**src/rtl/dmac_channel_arbiter_if.sv**
```systemverilog
// Handshake bundle between the DMAC channel arbiter, the peripherals, the AHB
// system arbiter and the DMAC datapath.
interface dmac_channel_arbiter_if;
  logic [1:0] DmacReq;
  logic       C_config;
  logic       irq;
  logic       con_new_sel;
  logic       Bus_Grant;
  logic       Bus_Req;
  logic       channel_en_1;
  logic       channel_en_2;
  logic       con_en;
  logic       con_sel;
  logic [1:0] ReqAck;
  logic       Grant_Err;

  modport master (
    input  DmacReq, C_config, irq, con_new_sel, Bus_Grant,
    output Bus_Req, channel_en_1, channel_en_2, con_en, con_sel, ReqAck, Grant_Err
  );

  modport slave (
    output DmacReq, C_config, irq, con_new_sel, Bus_Grant,
    input  Bus_Req, channel_en_1, channel_en_2, con_en, con_sel, ReqAck, Grant_Err
  );
endinterface

```
**src/rtl/dmac_channel_arbiter.sv**
```systemverilog
// Two-requester DMA channel arbiter: picks a channel, obtains the AHB bus,
// enables the datapath channel while granted and acknowledges on completion.
module dmac_channel_arbiter #(
  parameter bit RR_EN         = 1'b0,
  parameter int GRANT_TIMEOUT = 64,
  parameter int CNT_W         = 7
) (
  input  logic                    clk,
  input  logic                    rst,
  dmac_channel_arbiter_if.master  io_arb
);

  typedef enum logic [1:0] {
    ST_IDLE    = 2'd0,
    ST_BUS_REQ = 2'd1,
    ST_XFER    = 2'd2,
    ST_DONE    = 2'd3
  } state_t;

  state_t           r_state;
  logic [CNT_W-1:0] r_cnt;
  logic             r_sel;
  logic             r_con_en;
  logic             r_bus_req;
  logic             r_en_1;
  logic             r_en_2;
  logic [1:0]       r_ack;
  logic             r_gerr;

  logic             w_winner;
  logic             w_timeout;

  // Round-robin alternates against the datapath's copy of the last latched select.
  always_comb begin
    w_winner = 1'b0;
    if ((RR_EN != 1'b0) && (io_arb.DmacReq == 2'b11)) begin
      w_winner = ~io_arb.con_new_sel;
    end else if (io_arb.DmacReq[0]) begin
      w_winner = 1'b0;
    end else begin
      w_winner = 1'b1;
    end
  end

  assign w_timeout = (r_cnt == CNT_W'(GRANT_TIMEOUT - 1));

  // Transfer sequencing; every output is a register written here.
  always_ff @(posedge clk) begin
    if (rst) begin
      r_state   <= ST_IDLE;
      r_cnt     <= '0;
      r_sel     <= 1'b0;
      r_con_en  <= 1'b0;
      r_bus_req <= 1'b0;
      r_en_1    <= 1'b0;
      r_en_2    <= 1'b0;
      r_ack     <= 2'b00;
      r_gerr    <= 1'b0;
    end else begin
      r_con_en <= 1'b0;
      r_ack    <= 2'b00;
      r_gerr   <= 1'b0;
      case (r_state)
        ST_IDLE: begin
          r_bus_req <= 1'b0;
          r_en_1    <= 1'b0;
          r_en_2    <= 1'b0;
          r_cnt     <= '0;
          if (io_arb.C_config && (io_arb.DmacReq != 2'b00)) begin
            r_sel    <= w_winner;
            r_con_en <= 1'b1;
            r_state  <= ST_BUS_REQ;
          end else begin
            r_state  <= ST_IDLE;
          end
        end
        ST_BUS_REQ: begin
          // The first cycle here only raises Bus_Req; grant/timeout count from then on.
          r_bus_req <= 1'b1;
          if (r_bus_req && io_arb.Bus_Grant) begin
            r_state <= ST_XFER;
            r_cnt   <= '0;
            r_en_1  <= ~r_sel;
            r_en_2  <= r_sel;
          end else if (r_bus_req && w_timeout) begin
            r_state   <= ST_IDLE;
            r_cnt     <= '0;
            r_bus_req <= 1'b0;
            r_gerr    <= 1'b1;
          end else if (r_bus_req) begin
            r_cnt <= r_cnt + CNT_W'(1);
          end else begin
            r_cnt <= '0;
          end
        end
        ST_XFER: begin
          if (io_arb.irq) begin
            r_state   <= ST_DONE;
            r_bus_req <= 1'b0;
            r_en_1    <= 1'b0;
            r_en_2    <= 1'b0;
            r_ack     <= r_sel ? 2'b10 : 2'b01;
          end else begin
            r_state <= ST_XFER;
            r_en_1  <= io_arb.Bus_Grant & ~r_sel;
            r_en_2  <= io_arb.Bus_Grant & r_sel;
          end
        end
        ST_DONE: begin
          r_state   <= ST_IDLE;
          r_bus_req <= 1'b0;
          r_en_1    <= 1'b0;
          r_en_2    <= 1'b0;
        end
        default: begin
          r_state   <= ST_IDLE;
          r_cnt     <= '0;
          r_bus_req <= 1'b0;
          r_en_1    <= 1'b0;
          r_en_2    <= 1'b0;
        end
      endcase
    end
  end

  assign io_arb.Bus_Req      = r_bus_req;
  assign io_arb.channel_en_1 = r_en_1;
  assign io_arb.channel_en_2 = r_en_2;
  assign io_arb.con_en       = r_con_en;
  assign io_arb.con_sel      = r_sel;
  assign io_arb.ReqAck       = r_ack;
  assign io_arb.Grant_Err    = r_gerr;

endmodule

```
**src/flat_wrapper.sv**
```systemverilog
// flat-port wrapper written by rule: the top's interface ports become plain ports
module dmac_channel_arbiter_flat 
#(
  parameter bit RR_EN         = 1'b0,
  parameter int GRANT_TIMEOUT = 64,
  parameter int CNT_W         = 7
)
  (clk, rst, io_arb_DmacReq, io_arb_C_config, io_arb_irq, io_arb_con_new_sel, io_arb_Bus_Grant, io_arb_Bus_Req, io_arb_channel_en_1, io_arb_channel_en_2, io_arb_con_en, io_arb_con_sel, io_arb_ReqAck, io_arb_Grant_Err);
  dmac_channel_arbiter_if io_arb_i ();
  input  logic clk;
  input  logic rst;
  input wire logic [$bits(io_arb_i.DmacReq)-1:0] io_arb_DmacReq;
  input wire logic [$bits(io_arb_i.C_config)-1:0] io_arb_C_config;
  input wire logic [$bits(io_arb_i.irq)-1:0] io_arb_irq;
  input wire logic [$bits(io_arb_i.con_new_sel)-1:0] io_arb_con_new_sel;
  input wire logic [$bits(io_arb_i.Bus_Grant)-1:0] io_arb_Bus_Grant;
  output wire logic [$bits(io_arb_i.Bus_Req)-1:0] io_arb_Bus_Req;
  output wire logic [$bits(io_arb_i.channel_en_1)-1:0] io_arb_channel_en_1;
  output wire logic [$bits(io_arb_i.channel_en_2)-1:0] io_arb_channel_en_2;
  output wire logic [$bits(io_arb_i.con_en)-1:0] io_arb_con_en;
  output wire logic [$bits(io_arb_i.con_sel)-1:0] io_arb_con_sel;
  output wire logic [$bits(io_arb_i.ReqAck)-1:0] io_arb_ReqAck;
  output wire logic [$bits(io_arb_i.Grant_Err)-1:0] io_arb_Grant_Err;
  assign io_arb_i.DmacReq = io_arb_DmacReq;
  assign io_arb_i.C_config = io_arb_C_config;
  assign io_arb_i.irq = io_arb_irq;
  assign io_arb_i.con_new_sel = io_arb_con_new_sel;
  assign io_arb_i.Bus_Grant = io_arb_Bus_Grant;
  assign io_arb_Bus_Req = io_arb_i.Bus_Req;
  assign io_arb_channel_en_1 = io_arb_i.channel_en_1;
  assign io_arb_channel_en_2 = io_arb_i.channel_en_2;
  assign io_arb_con_en = io_arb_i.con_en;
  assign io_arb_con_sel = io_arb_i.con_sel;
  assign io_arb_ReqAck = io_arb_i.ReqAck;
  assign io_arb_Grant_Err = io_arb_i.Grant_Err;
  dmac_channel_arbiter #(.RR_EN(RR_EN), .GRANT_TIMEOUT(GRANT_TIMEOUT), .CNT_W(CNT_W)) u_core (.clk(clk), .rst(rst), .io_arb(io_arb_i));
endmodule
```
**config.mk**
```make
export PLATFORM = sky130hd
export DESIGN_NAME = dmac_channel_arbiter_flat
export DESIGN_NICKNAME = d
export VERILOG_FILES = /design/src/rtl/dmac_channel_arbiter_if.sv /design/src/rtl/dmac_channel_arbiter.sv /design/src/flat_wrapper.sv
export SDC_FILE = /design/constraint.sdc
export NUM_CORES = 1
export LEC_CHECK = 0
export CAP_MARGIN = 5
export CORE_MARGIN = 1.5
export CORE_UTILIZATION = 45
export CTS_BUF_LIST = sky130_fd_sc_hd__clkbuf_16
export CTS_CLUSTER_DIAMETER = 120
export DETAILED_ROUTE_END_ITERATION = 10
export GPL_TIMING_DRIVEN = 0
export PLACE_DENSITY = 0.72
export SLEW_MARGIN = 5
export SYNTH_ARGS = -nofsm -noshare
export SYNTH_HDL_FRONTEND = slang
export SYNTH_SLANG_ARGS = --single-unit
```
**constraint.sdc**
```tcl
create_clock -name clk -period 1.75 [get_ports clk]
set_clock_uncertainty 0.1 [all_clocks]
set_input_delay 0.35 -clock clk [delete_from_list [all_inputs] [get_ports clk]]
set_output_delay 0.35 -clock clk [all_outputs]
set_load 0.005 [all_outputs]
```
# Word level (Yosys, flattened, before mapping)
# Cells that the tools add are included.
[word_totals]
ff_bits = 17
latchBits = 0
ram_bits = 0
romBits = 0
in_bits = 8
out_inout_bits = 8
word_cells = 58
mem_count = 0
[classes]
n_addsub = 1
multipliers = 0
div = 0
order_cmp = 0
n_eq_ne = 7
shift = 0
muxes = 23
bitwise_logic = 7
reduce_logical = 11
[op_table]
columns = ["operator", "n"]
rows = [
  ["$mux 7", 3],
  ["$pmux 7 s2", 1],
  ["$mux 1", 12],
  ["$pmux 1 s3", 3],
  ["$pmux 2 s4", 1],
  ["$add 7x1->7 const B", 1],
  ["$eq 7x6->1 const B", 1],
  ["$mux 2", 3],
  ["$reduce_or 3->1", 2],
  ["$not 1->1", 5],
  ["$eq 2x2->1 const B", 2],
  ["$reduce_bool 2->1", 2],
  ["$reduce_or 2->1", 2],
  ["$logic_and 1x1->1", 3],
  ["$ne 3x1->1 const B", 1],
  ["$and 1x1->1", 2],
  ["$eq 2x1->1 const B", 1],
  ["$logic_not 2->1", 1],
  ["$ne 2x1->1 const B", 1],
  ["$ne 2x2->1 const B", 1],
  ["$reduce_and 2->1", 1],
]

# Logic depth before layout (Yosys ltp)
[depth]
ltp_word = 5
mapped_depth = 6
mapped_depth_nobuf = 5

# Least setup slack after synthesis
# No wires, ideal clock.
[synth_path]
path_type = "reg2reg"
from = "reg u_core.r_cnt[0]"
to = "reg u_core.r_cnt[5]"
setup_ns = 0.074
t_arrival_ns = 1.234
required_ns = 1.576
path_slack_ns = 0.341
path_stages_with_launch = 7
n_path_buf = 1
period_less_slack_ns = 1.409
cell_sequence = "dfxtp_1 ha_1 and3_1 buf_2 a21oi_1 nand3_1 a31oi_1"
[synth_via]
elab_chain_cells = 5
elab_cells_between_ends = 7
classes_between = "1 x add/sub; 1 x eq/ne; 4 x mux; 1 x reduce/logical"
[synth_rtl]
columns = ["item", "line", "source"]
rows = [
  ["from (decl)", "dmac_channel_arbiter.sv:21", "logic [CNT_W-1:0] r_cnt;"],
  ["from (signal assigned)", "dmac_channel_arbiter.sv:91", "r_cnt <= r_cnt + CNT_W'(1);"],
  ["$add 7x1->7 / $eq 7x6->1 (equally long branches)", "dmac_channel_arbiter.sv:91, dmac_channel_arbiter.sv:45", ""],
  ["$mux 7 / $logic_and 1x1->1 (equally long branches)", "dmac_channel_arbiter.sv:90, dmac_channel_arbiter.sv:85", ""],
  ["$mux 7 *", "dmac_channel_arbiter.sv:85", "end else if (r_bus_req && w_timeout) begin"],
  ["$mux 7 *", "dmac_channel_arbiter.sv:80", "if (r_bus_req && io_arb.Bus_Grant) begin"],
  ["$pmux 7 s2 *", "dmac_channel_arbiter.sv:63", "case (r_state)"],
]
# Every way passes the cells marked *; elsewhere a longest branch is shown, timed or not.
# A chain may end at the register's enable or synchronous reset.

# Final worst setup path
[layout_path]
from = "reg u_core.r_bus_req, in the netlist u_core.io_arb.Bus_Req"
to = "out io_arb_Bus_Req"
[layout_rtl]
columns = ["item", "line", "source"]
rows = [
  ["from (decl)", "dmac_channel_arbiter.sv:24", "logic r_bus_req;"],
  ["from (signal assigned)", "dmac_channel_arbiter.sv:54", "r_bus_req <= 1'b0;"],
  ["from (signal assigned)", "dmac_channel_arbiter.sv:65", "r_bus_req <= 1'b0;"],
  ["from (signal assigned)", "dmac_channel_arbiter.sv:79", "r_bus_req <= 1'b1;"],
  ["to (decl)", "flat_wrapper.sv:17", "output wire logic [$bits(io_arb_i.Bus_Req)-1:0] io_arb_Bus_Req;"],
]
# No word-level cell between the ends.

==> out/results.txt <==
outcome: finished clean
number of iterations in the first detailed-routing pass: 4
GRT Residual Overflow: 0
Worst-path clk slew: 50 ps
Area Overhead vs Synth: 32.7%
Mapped Area: 719 um2
first-pass GRT wire length: 2540 um
PwrDens: 956 nW/um2
Worst path top cell family by delay: buffers and inverters
# IOs: 16
antenna violations before repair: 0
CP max-delay cell: clkdlybuf4s50_1
sequential fraction of the synthesis area: 47.3%
row cnt: 14
minimum clock period: 1660 ps
drt drc: 0
Mapped Cells: 80
H-tree depth: 1
number of DRC markers in iteration 0: 12
Die X: 43.0 um
maximum clock frequency: 603 MHz
vias in the first global route: 606
Final Hold Viols: 0
WP data arrival: 1210 ps
cts hold-fix bufs: 0
post-CTS setup buffer count: 0
flops & latches, synth: 17
initial core utilization: 47.8%
Yosys cell types: 31
worst setup path class: flop to output pin
Crit. End Element: output pin
Pleak: 0.000365 uW
CORE AREA: 1510 um2
Layout Utilization: 63.4%
CP bufs+invs: 1
required time worst endpoint: 1300 ps
Post-synth EDFFs: 0
Max-slew headroom: 71.4%
clk_lat worst skew: 240 ps
crit-path cells: clkdlybuf4s50_1
total die area: 1850 um2
root buf cell: clkbuf_16
Via density: 5.67
ant diodes: 0
cts repair resizes: 0
die height: 43.0 um
Routability Congestion: 0.713
dominant synthesized flop cell: dfxtp_1
max cap viols: 0
Clock Sinks: 17
maximum VDD drop: 0.522 mV
Slew Limit Fails: 0
Layout Nets: 107
Routed Antenna Nets: 0
routed vias: 641
DP Area: 870 um2
GRT Overall Usage: 19.1%
Num CTS Buffers: 3
DRT Wirelength: 1580 um
delay of the slowest critical-path stage: 540 ps
worst min-delay path class: flop to flop
asr flop ratio synth: 0%
crit share post-route: 94.8%
DP Wirelength: 1050 um
post-place setup slack: -218 ps
Worst Path Max Fanout: 7
Mapped Nets: 89
fin worst setup slack: 91.8 ps
Slew @ Worst Pin: 429 ps
unrepaired setup endpoints after global routing: false
clk buf depth: 2
final instance area: 955 um2
TritonCTS clock tree: built
ratio of cells with drive above 1 in the final layout: 9.28%
largest net degree at the start of global routing: 11
port buffer count: 13
startpoint types: flop
synthesized area per cell: 8.99 um2
WL per Instance: 14.0 um
Warnings, synthesis: 0
setup violators final: 0
report_power, final:
part           internal, uW  switching [uW]  leakage [uW]
Combinational          33.8            28.7      0.000185
Sequential              395            8.77      0.000138
Clock                   303             143     0.0000423
per-layer routing:
metal | global-route usage [%] | vias up | wire, um
met5 | 0 | - | 0
met2 | 31.2 | 16 | 707
li1 | - | 327 | -
met1 | 23.0 | 292 | 767
met4 | 10.9 | 0 | 48
met3 | 3.83 | 6 | 59
per-stage QoR:
step                cells  hold WS, ps  total power, uW  TNS, ps
floorplan              80          347              442        0
global route          113          393              942        0
detailed placement    109          372              473     -931
CTS                   113          384              920        0
finish                113          383              913        0
global placement      109          370              473     -789
synth_stat cells (2+ instances only):
master	n	area, um2
a32oi_1	2	17.5
a31oi_1	2	12.5
a21oi_1	7	35.0
a22oi_1	2	15.0
nor4b_1	2	17.5
dfxtp_1	17	340
nand2b_1	2	12.5
buf_2	3	15.0
nand2_1	2	7.51
or3b_1	2	17.5
and3_1	2	12.5
nand3_1	4	20.0
a2bb2oi_1	2	17.5
nor2_1	12	45.0
o21ai_0	3	15.0
layout make-up:
cell class | instances | area [um2]
Timing Repair Buffer | 13 | 133
Tap cell | 16 | 20.0
Clock buffer | 3 | 75.1
Buffer | 5 | 22.5
Clock inverter | 1 | 3.75
Multi-Input combinational cell | 57 | 357
Fill cell | 140 | 552
Sequential cell | 17 | 340
Inverter | 1 | 3.75
cells by family (layout without fill, tap and decap cells):
kind of cell	after synthesis	count (layout)	share of synthesized area, %
AOI/OAI and AO/OA	21	21	19.0
and+or+nand+nor	34	34	27.1
DFF	17	17	47.3
buffers and inverters	6	23	3.65
xor gates and xnor gates	1	1	1.22
adders and majority gates	1	1	1.74
layout by cell type (no fill, tap or decap), types with 2 or more instances in the layout:
cell / instances
or3b_1: 2
o21ai_0: 3
dfxtp_1: 17
buf_2: 3
clkbuf_16: 3
nand3_1: 4
a2bb2oi_1: 2
nand2_1: 2
nor2_1: 12
a31oi_1: 2
inv_1: 2
a22oi_1: 2
a32oi_1: 2
nand2b_1: 2
clkdlybuf4s50_1: 12
a21oi_1: 6
and3_1: 2
nor4b_1: 2
state kept, by name, indices dropped and copies added (netlist names), named ones only:
| register | cells |
|---|---|
| u_core.r_state | 1 |
| u_core.r_cnt | 7 |
| u_core.io_arb.Bus_Req | 1 |
| u_core.io_arb.con_en | 1 |
| u_core.io_arb.channel_en_2 | 1 |
| u_core.io_arb.Grant_Err | 1 |
| u_core.io_arb.channel_en_1 | 1 |
| u_core.io_arb.ReqAck | 2 |
| u_core.io_arb.con_sel | 1 |
worst paths after layout:
check / to / from / slack, ps / depth (start not counted)
worst max-delay path: io_arb_Bus_Req / u_core.io_arb.Bus_Req / 90 / 1
worst min-delay path: u_core.r_cnt[6] / u_core.r_cnt[6] / 380 / 1
worst max register to register: u_core.r_cnt[4] / u_core.r_cnt[0] / 180 / 5
worst min register to register: u_core.r_cnt[6] / u_core.r_cnt[6] / 380 / 1
Power figures use the tool's default switching activity.
